<file path="config.mk">
export PLATFORM = sky130hd
export DESIGN_NAME = rv_mem_access
export DESIGN_NICKNAME = d
export VERILOG_FILES = /design/src/rtl/rv_pkg.sv /design/src/rtl/rv_load_align.sv /design/src/rtl/rv_mem_access.sv
export SDC_FILE = /design/constraint.sdc
export NUM_CORES = 1
export LEC_CHECK = 0
export ABC_AREA = 1
export BUFFER_PORTS_ARGS = -buffer_cell sky130_fd_sc_hd__buf_2
export CELL_PAD_IN_SITES_DETAIL_PLACEMENT = 1
export CELL_PAD_IN_SITES_GLOBAL_PLACEMENT = 1
export CORE_AREA = 2 2 154 156
export DETAILED_ROUTE_END_ITERATION = 7
export DIE_AREA = 0 0 156 158
export PLACE_DENSITY = 0.87
export SLEW_MARGIN = 0
export SYNTH_ARGS = -nofsm -noshare
export SYNTH_HDL_FRONTEND = slang
export SYNTH_HIERARCHICAL = 1
export SYNTH_SLANG_ARGS = --single-unit
export TNS_END_PERCENT = 1
</file>
<file path="constraint.sdc">
create_clock -name i_clk -period 6.4 [get_ports i_clk]
set_input_delay 0.96 -clock i_clk [delete_from_list [all_inputs] [get_ports i_clk]]
set_output_delay 0.96 -clock i_clk [all_outputs]
set_load 0.02 [all_outputs]
</file>
<file path="src/rtl/rv_pkg.sv">
// Shared RISC-V core definitions: funct3/res_src encodings,
// the memory-stage FSM states and the EX/MEM bundle.
package rv_pkg;

  localparam logic [2:0] F3_LB  = 3'b000;
  localparam logic [2:0] F3_LH  = 3'b001;
  localparam logic [2:0] F3_LW  = 3'b010;
  localparam logic [2:0] F3_LBU = 3'b100;
  localparam logic [2:0] F3_LHU = 3'b101;
  localparam logic [2:0] F3_SB  = 3'b000;
  localparam logic [2:0] F3_SH  = 3'b001;
  localparam logic [2:0] F3_SW  = 3'b010;

  localparam logic [1:0] RES_ALU = 2'b00;
  localparam logic [1:0] RES_MEM = 2'b01;
  localparam logic [1:0] RES_PC4 = 2'b10;

  typedef enum logic {
    IDLE,
    WAIT
  } mem_state_t;

  typedef struct packed {
    logic [31:0] alu_result;
    logic [31:0] rs2_val;
    logic [4:0]  rd;
    logic        reg_write;
    logic        mem_read;
    logic        mem_write;
    logic [1:0]  res_src;
    logic [2:0]  funct3;
    logic [29:0] pc_p4;
  } ex_mem_t;

  // funct3[1:0] carries the access size for both loads and stores
  function automatic logic is_aligned(
    input logic [2:0] f3,
    input logic [1:0] a
  );
    logic ok;
    unique case (f3[1:0])
      2'b00:   ok = 1'b1;
      2'b01:   ok = ~a[0];
      2'b10:   ok = (a == 2'b00);
      default: ok = 1'b1;
    endcase
    return ok;
  endfunction

endpackage

</file>
<file path="src/rtl/rv_load_align.sv">
// Load-data lane select and sign/zero extension.
// Pure combinational; shared with the data cache.
module rv_load_align
  import rv_pkg::*;
(
  input  logic [31:0] rdata,
  input  logic [1:0]  a,
  input  logic [2:0]  funct3,
  output logic [31:0] data
);

  logic [31:0] lane;

  always_comb begin
    lane = rdata >> {a, 3'b000};
    data = '0;
    unique case (funct3)
      F3_LB:   data = {{24{lane[7]}}, lane[7:0]};
      F3_LH:   data = {{16{lane[15]}}, lane[15:0]};
      F3_LW:   data = lane;
      F3_LBU:  data = {24'b0, lane[7:0]};
      F3_LHU:  data = {16'b0, lane[15:0]};
      default: data = '0;
    endcase
  end

endmodule

</file>
<file path="src/rtl/rv_mem_access.sv">
// Memory-access pipeline stage: EX/MEM register, data-bus
// driver with wait-state stall, load alignment.
module rv_mem_access
  import rv_pkg::*;
#(
  parameter int ADDR_W = 32
) (
  input  logic              i_clk,
  input  logic              i_reset_n,
  input  logic              i_flush,
  input  logic [31:0]       i_alu_result,
  input  logic [31:0]       i_rs2_val,
  input  logic [4:0]        i_rd,
  input  logic              i_reg_write,
  input  logic              i_mem_read,
  input  logic              i_mem_write,
  input  logic [1:0]        i_res_src,
  input  logic [2:0]        i_funct3,
  input  logic [29:0]       i_pc_p4,
  output logic [ADDR_W-3:0] o_dbus_addr,
  output logic              o_dbus_req,
  output logic              o_dbus_we,
  output logic [3:0]        o_dbus_be,
  output logic [31:0]       o_dbus_wdata,
  input  logic [31:0]       i_dbus_rdata,
  input  logic              i_dbus_ack,
  output logic              o_stall,
  output logic              o_misaligned,
  output logic [4:0]        o_rd,
  output logic              o_reg_write,
  output logic [1:0]        o_res_src,
  output logic [31:0]       o_alu_result,
  output logic [29:0]       o_pc_p4,
  output logic [2:0]        o_funct3,
  output logic [31:0]       o_load_data,
  output logic [31:0]       o_memory_rd_val
);

  ex_mem_t    ex_in;
  ex_mem_t    ex_q;
  mem_state_t state_q;
  mem_state_t state_d;
  logic       flush_q;
  logic       mis_q;
  logic [1:0] a;
  logic       is_mem;
  logic       aligned;
  logic       pending;
  logic       mis;
  logic       stall;
  logic [31:0] ld_ext;

  always_comb begin
    ex_in.alu_result = i_alu_result;
    ex_in.rs2_val    = i_rs2_val;
    ex_in.rd         = i_rd;
    ex_in.reg_write  = i_reg_write;
    ex_in.mem_read   = i_mem_read;
    ex_in.mem_write  = i_mem_write;
    ex_in.res_src    = i_res_src;
    ex_in.funct3     = i_funct3;
    ex_in.pc_p4      = i_pc_p4;
  end

  assign a       = ex_q.alu_result[1:0];
  assign is_mem  = ex_q.mem_read | ex_q.mem_write;
  assign aligned = is_aligned(ex_q.funct3, a);
  assign pending = is_mem & aligned;
  assign mis     = is_mem & ~aligned;
  assign stall   = pending & ~i_dbus_ack;

  // Held flush keeps killing this slot until the bus lets go
  always_ff @(posedge i_clk or negedge i_reset_n) begin
    if (!i_reset_n) begin
      ex_q    <= '0;
      flush_q <= 1'b0;
      mis_q   <= 1'b0;
    end else begin
      mis_q <= mis;
      if (!stall) begin
        ex_q    <= (i_flush | flush_q) ? '0 : ex_in;
        flush_q <= 1'b0;
      end else if (i_flush) begin
        flush_q <= 1'b1;
      end
    end
  end

  always_ff @(posedge i_clk or negedge i_reset_n) begin
    if (!i_reset_n) state_q <= IDLE;
    else            state_q <= state_d;
  end

  always_comb begin
    state_d = state_q;
    unique case (state_q)
      IDLE: if (pending && !i_dbus_ack) state_d = WAIT;
      WAIT: if (i_dbus_ack)             state_d = IDLE;
      default:                          state_d = IDLE;
    endcase
  end

  always_comb begin
    o_dbus_be    = 4'b0000;
    o_dbus_wdata = ex_q.rs2_val;
    unique case (ex_q.funct3[1:0])
      2'b00: o_dbus_wdata = {4{ex_q.rs2_val[7:0]}};
      2'b01: o_dbus_wdata = {2{ex_q.rs2_val[15:0]}};
      default: o_dbus_wdata = ex_q.rs2_val;
    endcase
    if (pending) begin
      if (ex_q.mem_write) begin
        unique case (ex_q.funct3[1:0])
          2'b00:   o_dbus_be = 4'b0001 << a;
          2'b01:   o_dbus_be = 4'b0011 << a;
          default: o_dbus_be = 4'b1111;
        endcase
      end else begin
        o_dbus_be = 4'b1111;
      end
    end
  end

  rv_load_align u_align (
    .rdata  (i_dbus_rdata),
    .a      (a),
    .funct3 (ex_q.funct3),
    .data   (ld_ext)
  );

  assign o_dbus_addr  = ex_q.alu_result[ADDR_W-1:2];
  assign o_dbus_req   = pending;
  assign o_dbus_we    = pending & ex_q.mem_write;
  assign o_stall      = stall;
  assign o_misaligned = mis_q;

  assign o_load_data = (pending && ex_q.mem_read && i_dbus_ack)
                     ? ld_ext : 32'h0;

  assign o_rd            = ex_q.rd;
  assign o_reg_write     = ex_q.reg_write & ~stall & ~flush_q & ~mis;
  assign o_res_src       = ex_q.res_src;
  assign o_alu_result    = ex_q.alu_result;
  assign o_pc_p4         = ex_q.pc_p4;
  assign o_funct3        = ex_q.funct3;
  assign o_memory_rd_val = ex_q.alu_result;

endmodule
</file>
==> results of run 1 <==
## final timing paths
check                                         from                 endpoint  slack [ps]  cells past startpoint
max                        o_funct3[1]$_DFFE_PN0N_              o_reg_write        1480                     10
min                           ex_q[64]$_DFFE_PN0N_     ex_q[64]$_DFFE_PN0N_         530                      2
max reg2reg                o_funct3[1]$_DFFE_PN0N_     ex_q[57]$_DFFE_PN0N_        2330                     10
min reg2reg                   ex_q[64]$_DFFE_PN0N_     ex_q[64]$_DFFE_PN0N_         530                      2
max in group asynchronous                i_reset_n      flush_q$_DFFE_PN0P_        4480                      2
min in group asynchronous                i_reset_n  o_pc_p4[25]$_DFFE_PN0N_         610                      1
## final cells by class
type,count,area [um2]
diodes,6,15.01
clock inverters,4,32.53
well taps,290,362.8
flip-flops and latches,109,2728
multi-input cells,707,3237
inverters,184,698.2
repair buffers,356,1802
fillers,3126,13930
clock buffers,11,242.7
## metrics by stage
step / cells / hold slack [ps]
floorplan: 1221 / 489.7
global placement: 1646 / 506.7
detailed placement: 1646 / 511.8
CTS: 1661 / 532.3
global route: 1664 / 542.8
finish: 1667 / 526.6
## Yosys cell counts (11+ instances only)
cell / number / area share, %
buf_1: 13 / 0.60
buf_2: 30 / 1.8
buf_4: 146 / 13
buf_6: 11 / 1.5
clkbuf_1: 20 / 0.92
dfrtp_1: 109 / 33
inv_1: 176 / 8.1
nand2_1: 329 / 15
nand3_1: 38 / 2.3
nand3_2: 11 / 1.4
nand4_1: 106 / 8.1
nor2_1: 160 / 7.4
o21ai_0: 20 / 1.2
## registers in the layout (all words and copies together) (netlist names)
signal and flops:
o_funct3 3, ex_q 35, o_misaligned 1, o_pc_p4 30, o_alu_result 32, o_res_src 2, o_rd 5, flush_q 1
## metal layers
metal	vias to the layer above	wire length (um)	part of all wire, %	track usage (%)
met5	-	30	0.11	0
li1	3901	-	-	-
met1	3932	11310	41	26.70
met3	50	1842	6.6	5.530
met2	257	13790	50	38.22
met4	4	831	3.0	7.471
## report_power, final
part | switching [mW] | internal [mW]
clock network | 0.271 | 0.277
registers | 0.0982 | 0.790
logic | 0.868 | 0.340
total | 1.24 | 1.41
## cell usage in the layout, fill, tap and decap left out, types with 5 or more instances in the layout
cell	n
dfrtp_1	109
nand3_2	11
nand4_1	106
clkbuf_16	9
diode_2	6
a21oi_1	8
inv_1	176
buf_4	8
nor3_1	5
nand2_1	328
nor2_1	160
o21ai_0	20
nand3_1	37
buf_2	348
o22ai_1	8
## logic make-up (layout without fill, tap and decap cells)
| logic type | Yosys count | count (layout) | share of synthesized area (%) |
|---|---|---|---|
| AOI/OAI and AO/OA | 41 | 41 | 2.826 |
| DFF | 109 | 109 | 33.48 |
| buffers and inverters | 405 | 555 | 27.06 |
| and+or+nand+nor | 662 | 662 | 36.02 |
| adders and majority gates | 4 | 4 | 0.6144 |
| other | 0 | 6 | 0 |
## worst max-delay path, delay by kind of cell (launching register included)
| kind | cells | cell delay, ps |
|---|---|---|
| fa+ha+maj | 1 | 330 |
| flops | 1 | 820 |
| compound gates | 1 | 50 |
| simple gates | 3 | 870 |
| buf+inv | 5 | 1440 |
==> results.md, run 1 <==
* Vias per cell at 4.885
* Final RePlAce weighted congestion at 0.8316
* Max Clk Rate at 203.4 MHz
* Hold WC Path Type: register to register
* Tcrit/Tclk final at 76.82%
* Initial Utilization at 35.34%
* Power per standard cell area at 290.0 nW/um2
* Final Slew Violations at 0
* Iteration-0 DRC Markers at 366
* Fin area at 9117 um2
* Grt total ovfl at 0
* Crit path DAT at 3960 ps
* WP data required at 5440 ps
* Post-DP Area at 8827 um2
* Drt wl/cell at 16.68 um
* Setup ws final at 1484 ps
* Largest net degree at the start of global routing at 86
* Cts hold-fix bufs at 0
* Drt pass-1 iters at 4
* Critical Path End Type: primary output
* Drt drc at 0
* GRT Total Usage at 22.03%
* CTS H-tree lvls at 3
* Die ar. at 24650 um2
* DRT Wirelength at 27800 um
* Asr flop ratio synth at 100.0%
* Leakage at 5.829 nW
* Core Rows at 56
* CTS tree: done
* Vias in the first global route at 8309
* Worst Path Max Fanout at 85
* Max stage delay cell, worst path: dfrtp_1
* Die Wd at 156 um
* Fraction of layout instances using a drive strength above 1 at 29.61%
* Initial antenna violation count at 7
* Hold violation total from the final report at 0
* Top FF cell, synth: dfrtp_1
* I/O Pins at 350
* Crit path top cell by count: inv_1
* Tot Pwr at 2.644 mW
* Max-cap violations at 0
* DPL Wire Length at 19880 um
* Worst Setup Start Kind: register
* CP peak stage delay at 820 ps
* P&R area growth vs syn at 11.92%
* Cts repair resizes at 0
* Core ar. at 23050 um2
* Post-Syn Area at 8147 um2
* Number of synthesized register bits at 109
* CTS root buffer: clkbuf_16
* Crit Path Class: register to primary output
* Syn Nets at 1368
* Slew HR at 20.32%
* Worst VDD drop at 113.5 uV
* Worst-Margin Slew at 1192 ps
* TritonCTS buffer count at 9
* Clock transition at the registers of the reported paths at 70 ps
* Sum of negative setup slack at 0 ps
* CTS Buffer Depth at 2
* Final Setup Violations at 0
* Clk_lat worst skew at 350 ps
* Sequential area share after synthesis at 33.48%
* Avg Cell Area, Syn at 6.672 um2
* Syn Inst Count at 1221
* Setup bufs post-CTS at 0
* Clk_skew at 11.08 ps
* First-pass GRT wire length at 43420 um
* Vias at 8144
* Status: completed
* Number of port buffers at 349
* RSZ-0062 raised after global routing: no
* Minimum clock period at 4916 ps
* CTS sink count at 109
* NumNets Final at 1514
* Die height at 158 um
* Synth Warn # at 6
* Finished Core Util at 39.55%
* CP Cell Sequence: inv_1 -> ha_1 -> inv_1 -> a21oi_2 -> nand2_4 -> buf_4 -> nand3_4 -> inv_1 -> nor2_1 -> buf_2
* Antenna-violating nets left at 0
* Setup WS pre-CTS at 1871 ps
* Netlist cell types at 31
* Post-synth EDFFs at 0
Power figures use the tool's default switching activity.
==> run 2: changes to the inputs <==
--- a/config.mk
+++ b/config.mk
@@ -9,10 +9,10 @@
 export BUFFER_PORTS_ARGS = -buffer_cell sky130_fd_sc_hd__buf_2
 export CELL_PAD_IN_SITES_DETAIL_PLACEMENT = 1
 export CELL_PAD_IN_SITES_GLOBAL_PLACEMENT = 1
-export CORE_AREA = 2 2 154 156
+export CORE_AREA = 2 2 161 163
 export DETAILED_ROUTE_END_ITERATION = 7
-export DIE_AREA = 0 0 156 158
-export PLACE_DENSITY = 0.87
+export DIE_AREA = 0 0 163 165
+export PLACE_DENSITY = 0.81
 export SLEW_MARGIN = 0
 export SYNTH_ARGS = -nofsm -noshare
 export SYNTH_HDL_FRONTEND = slang
==> constraint.sdc (replaced) <==
create_clock -name i_clk -period 4.78 [get_ports i_clk]
set_input_delay 0.717 -clock i_clk [delete_from_list [all_inputs] [get_ports i_clk]]
set_output_delay 0.717 -clock i_clk [all_outputs]
set_load 0.02 [all_outputs]
==> results.md, run 2 (synthesis results as in run 1) <==
* Status: completed (unchanged)
* Placed Cells at 1687 (was 1646)
* P&R area growth vs syn at 13.21% (was 11.92%)
* Minimum clock period at 4001 ps
* Grt total ovfl at 0 (unchanged)
* Cts hold-fix bufs at 0 (unchanged)
* Crit Path Class: register to primary output (unchanged)
* Final Non-Filler Cells at 1705 (was 1667)
* Number of port buffers at 349 (unchanged)
* CP Cell Sequence: inv_1 -> ha_1 -> inv_1 -> a21oi_2 -> nand2_4 -> nand3_4 -> inv_1 -> nor2_1 -> buf_2 (was inv_1 -> ha_1 -> inv_1 -> a21oi_2 -> nand2_4 -> buf_4 -> nand3_4 -> inv_1 -> nor2_1 -> buf_2)
* Die ar. at 26900 um2 (was 24650 um2)
* First-pass GRT wire length at 42080 um (was 43420 um)
* Vias at 8067 (was 8144)
* Largest net degree at the start of global routing at 72 (was 86)
* TritonCTS buffer count at 9 (unchanged)
* Tcrit/Tclk final at 83.70%
* Drt pass-1 iters at 5 (was 4)
* Max-cap violations at 0 (unchanged)
* Net Sw Power at 1.672 mW (was 1.237 mW)
* CTS H-tree lvls at 3 (unchanged)
* Drt drc at 0 (unchanged)
* Power per standard cell area at 396.3 nW/um2 (was 290.0 nW/um2)
* Worst VDD drop at 177.7 uV (was 113.5 uV)
* FF-to-FF Start: o_funct3[1]$_DFFE_PN0N_ (unchanged)
* Most frequent cells in the layout: buf_2, nand2_1, inv_1, nor2_1, dfrtp_1 (unchanged)
* Max stage delay cell, worst path: dfrtp_1 (unchanged)
* Worst-Margin Slew at 953.9 ps (was 1192 ps)
* Initial Utilization at 32.54% (was 35.34%)
* Core Rows at 58 (was 56)
* Clock power share at 23.3% (was 20.7%)
* R2R Path End: ex_q[66]$_DFFE_PN0N_ (was ex_q[57]$_DFFE_PN0N_)
* Hold WC Path Type: input pin to async pin (was register to register)
* Clk_lat worst skew at 370 ps (was 350 ps)
* Most common cell after layout, fill and taps aside: buf_2 (unchanged)
* Final RePlAce weighted congestion at 0.8374 (was 0.8316)
* NumNets Final at 1515 (was 1514)
* Initial antenna violation count at 3 (was 7)
* Switching part of the total power at 45.75% (was 46.78%)
* CP peak stage delay at 820 ps (about the same)
* Clk_skew at 15.20 ps (was 11.08 ps)
* Final Setup Violations at 0 (unchanged)
* CTS tree: done (unchanged)
* Reg2reg setup slack at 1250 ps (was 2330 ps)
* Power share of the combinational group at 44.1% (was 45.7%)
* CTS root buffer: clkbuf_16 (unchanged)
* Max reg flops at 35 (unchanged)
* Clock transition at the registers of the reported paths at 80 ps (was 70 ps)
* Iteration-0 DRC Markers at 508 (was 366)
* Leakage at 5.862 nW (was 5.829 nW)
* Antenna-violating nets left at 0 (unchanged)
* Worst Path Max Fanout at 49 (was 85)
* Vias per cell at 4.731 (was 4.885)
* Top reg by flops: ex_q (unchanged)
* Fraction of layout instances using a drive strength above 1 at 29.79% (was 29.61%)
* CTS Buffer Depth at 2 (unchanged)
* Core ar. at 25040 um2 (was 23050 um2)
* Slew HR at 36.41% (was 20.32%)
* Crit path top cell by count: inv_1 (unchanged)
* Hold violation total from the final report at 0 (unchanged)
* Cts repair resizes at 0 (unchanged)
* Final Slew Violations at 0 (unchanged)
* Cell internal pwr at 1.982 mW (was 1.407 mW)
* Max Clk Rate at 249.9 MHz
* Drt wl/cell at 16.02 um (was 16.68 um)
* Setup bufs post-CTS at 0 (unchanged)
* DPL Wire Length at 19500 um (was 19880 um)
* Crit path DAT at 3280 ps (was 3960 ps)
* Sum of negative setup slack at 0 ps (unchanged)
* Critical Path End Type: primary output (unchanged)
* Die Wd at 163 um (was 156 um)
* WP data required at 4060 ps (was 5440 ps)
* CTS sink count at 109 (unchanged)
* Vias in the first global route at 7888 (was 8309)
* Seq pwr share at 32.6% (was 33.6%)
* FF-to-FF path depth at 9 (was 10)
* Cell family with most CP delay: simple AND/OR/NAND/NOR gates (was buffers and inverters)
* GRT Total Usage at 19.65% (was 22.03%)
* DRT Wirelength at 27320 um (was 27800 um)
* Worst Setup Start Kind: register (unchanged)
* Die height at 165 um (was 158 um)
* CP bufs+invs at 4 (was 5)
* RSZ-0062 raised after global routing: no (unchanged)
* I/O Pins at 350 (unchanged)
## run 2: how the worst max path moves through the flow
stage	from	endpoint	slack, ps	cells after the start
floorplan	o_funct3[1]$_DFFE_PN0N_	o_reg_write	1790	12
global placement	o_funct3[1]$_DFFE_PN0N_	o_reg_write	1150	9
detailed placement	o_funct3[1]$_DFFE_PN0N_	o_reg_write	1120	9
CTS	o_funct3[1]$_DFFE_PN0N_	o_reg_write	720	9
global route	o_funct3[1]$_DFFE_PN0N_	o_reg_write	470	9
finish	o_funct3[1]$_DFFE_PN0N_	o_reg_write	780	9
## run 2: cell type report
class | count | area, um2
fill | 3330 | 15810
multi-input combinational | 707 | 3237
sequential | 109 | 2728
timing repair buffer | 357 | 1809
inverter | 184 | 698.2
tap | 330 | 412.9
clock buffer | 9 | 225.2
clock inverter | 7 | 107.6
antenna | 2 | 5.005
## run 2: layer usage
| layer | up-vias | wire length, um | GRT usage, % |
|---|---|---|---|
| met3 | 31 | 1773 | 4.018 |
| li1 | 3896 | - | - |
| met2 | 296 | 13360 | 33.36 |
| met1 | 3840 | 11710 | 25.32 |
| met5 | - | 23 | 0 |
| met4 | 4 | 451 | 5.672 |
## run 2: power by group through the flow
stage / registers [mW] / clock network, mW / logic [mW]
2_1_floorplan: 1.16 / 0 / 1.37
3_3_place_gp: 1.20 / 0 / 1.60
3_5_place_dp: 1.21 / 0 / 1.63
4_1_cts: 1.19 / 0.868 / 1.63
5_1_grt: 1.21 / 0.902 / 1.77
6_report: 1.19 / 0.851 / 1.61
## run 2: worst reg2reg max path: stages, from the launching register on
cell,delay [ps]
dfrtp_1,820
inv_1,200
ha_1,340
inv_1,50
a21oi_2,160
nand2_4,360
nand3_4,540
buf_4,710
nand2_1,180
nand2_1,100
## run 2: metrics by stage
stage | instance area, um2 | total power [mW] | worst slack [ps] | utilization [%] | hold slack, ps
floorplan | 8147 | 2.529 | 1791 | - | 421.4
global placement | 8885 | 2.807 | 1150 | 35.49 | 506.8
detailed placement | 8885 | 2.834 | 1124 | 35.49 | 512.3
CTS | 9218 | 3.695 | 715.1 | 36.82 | 500.7
global route | 9220 | 3.888 | 465.5 | 36.83 | 532.3
finish | 9223 | 3.655 | 779.2 | 36.84 | 475.1
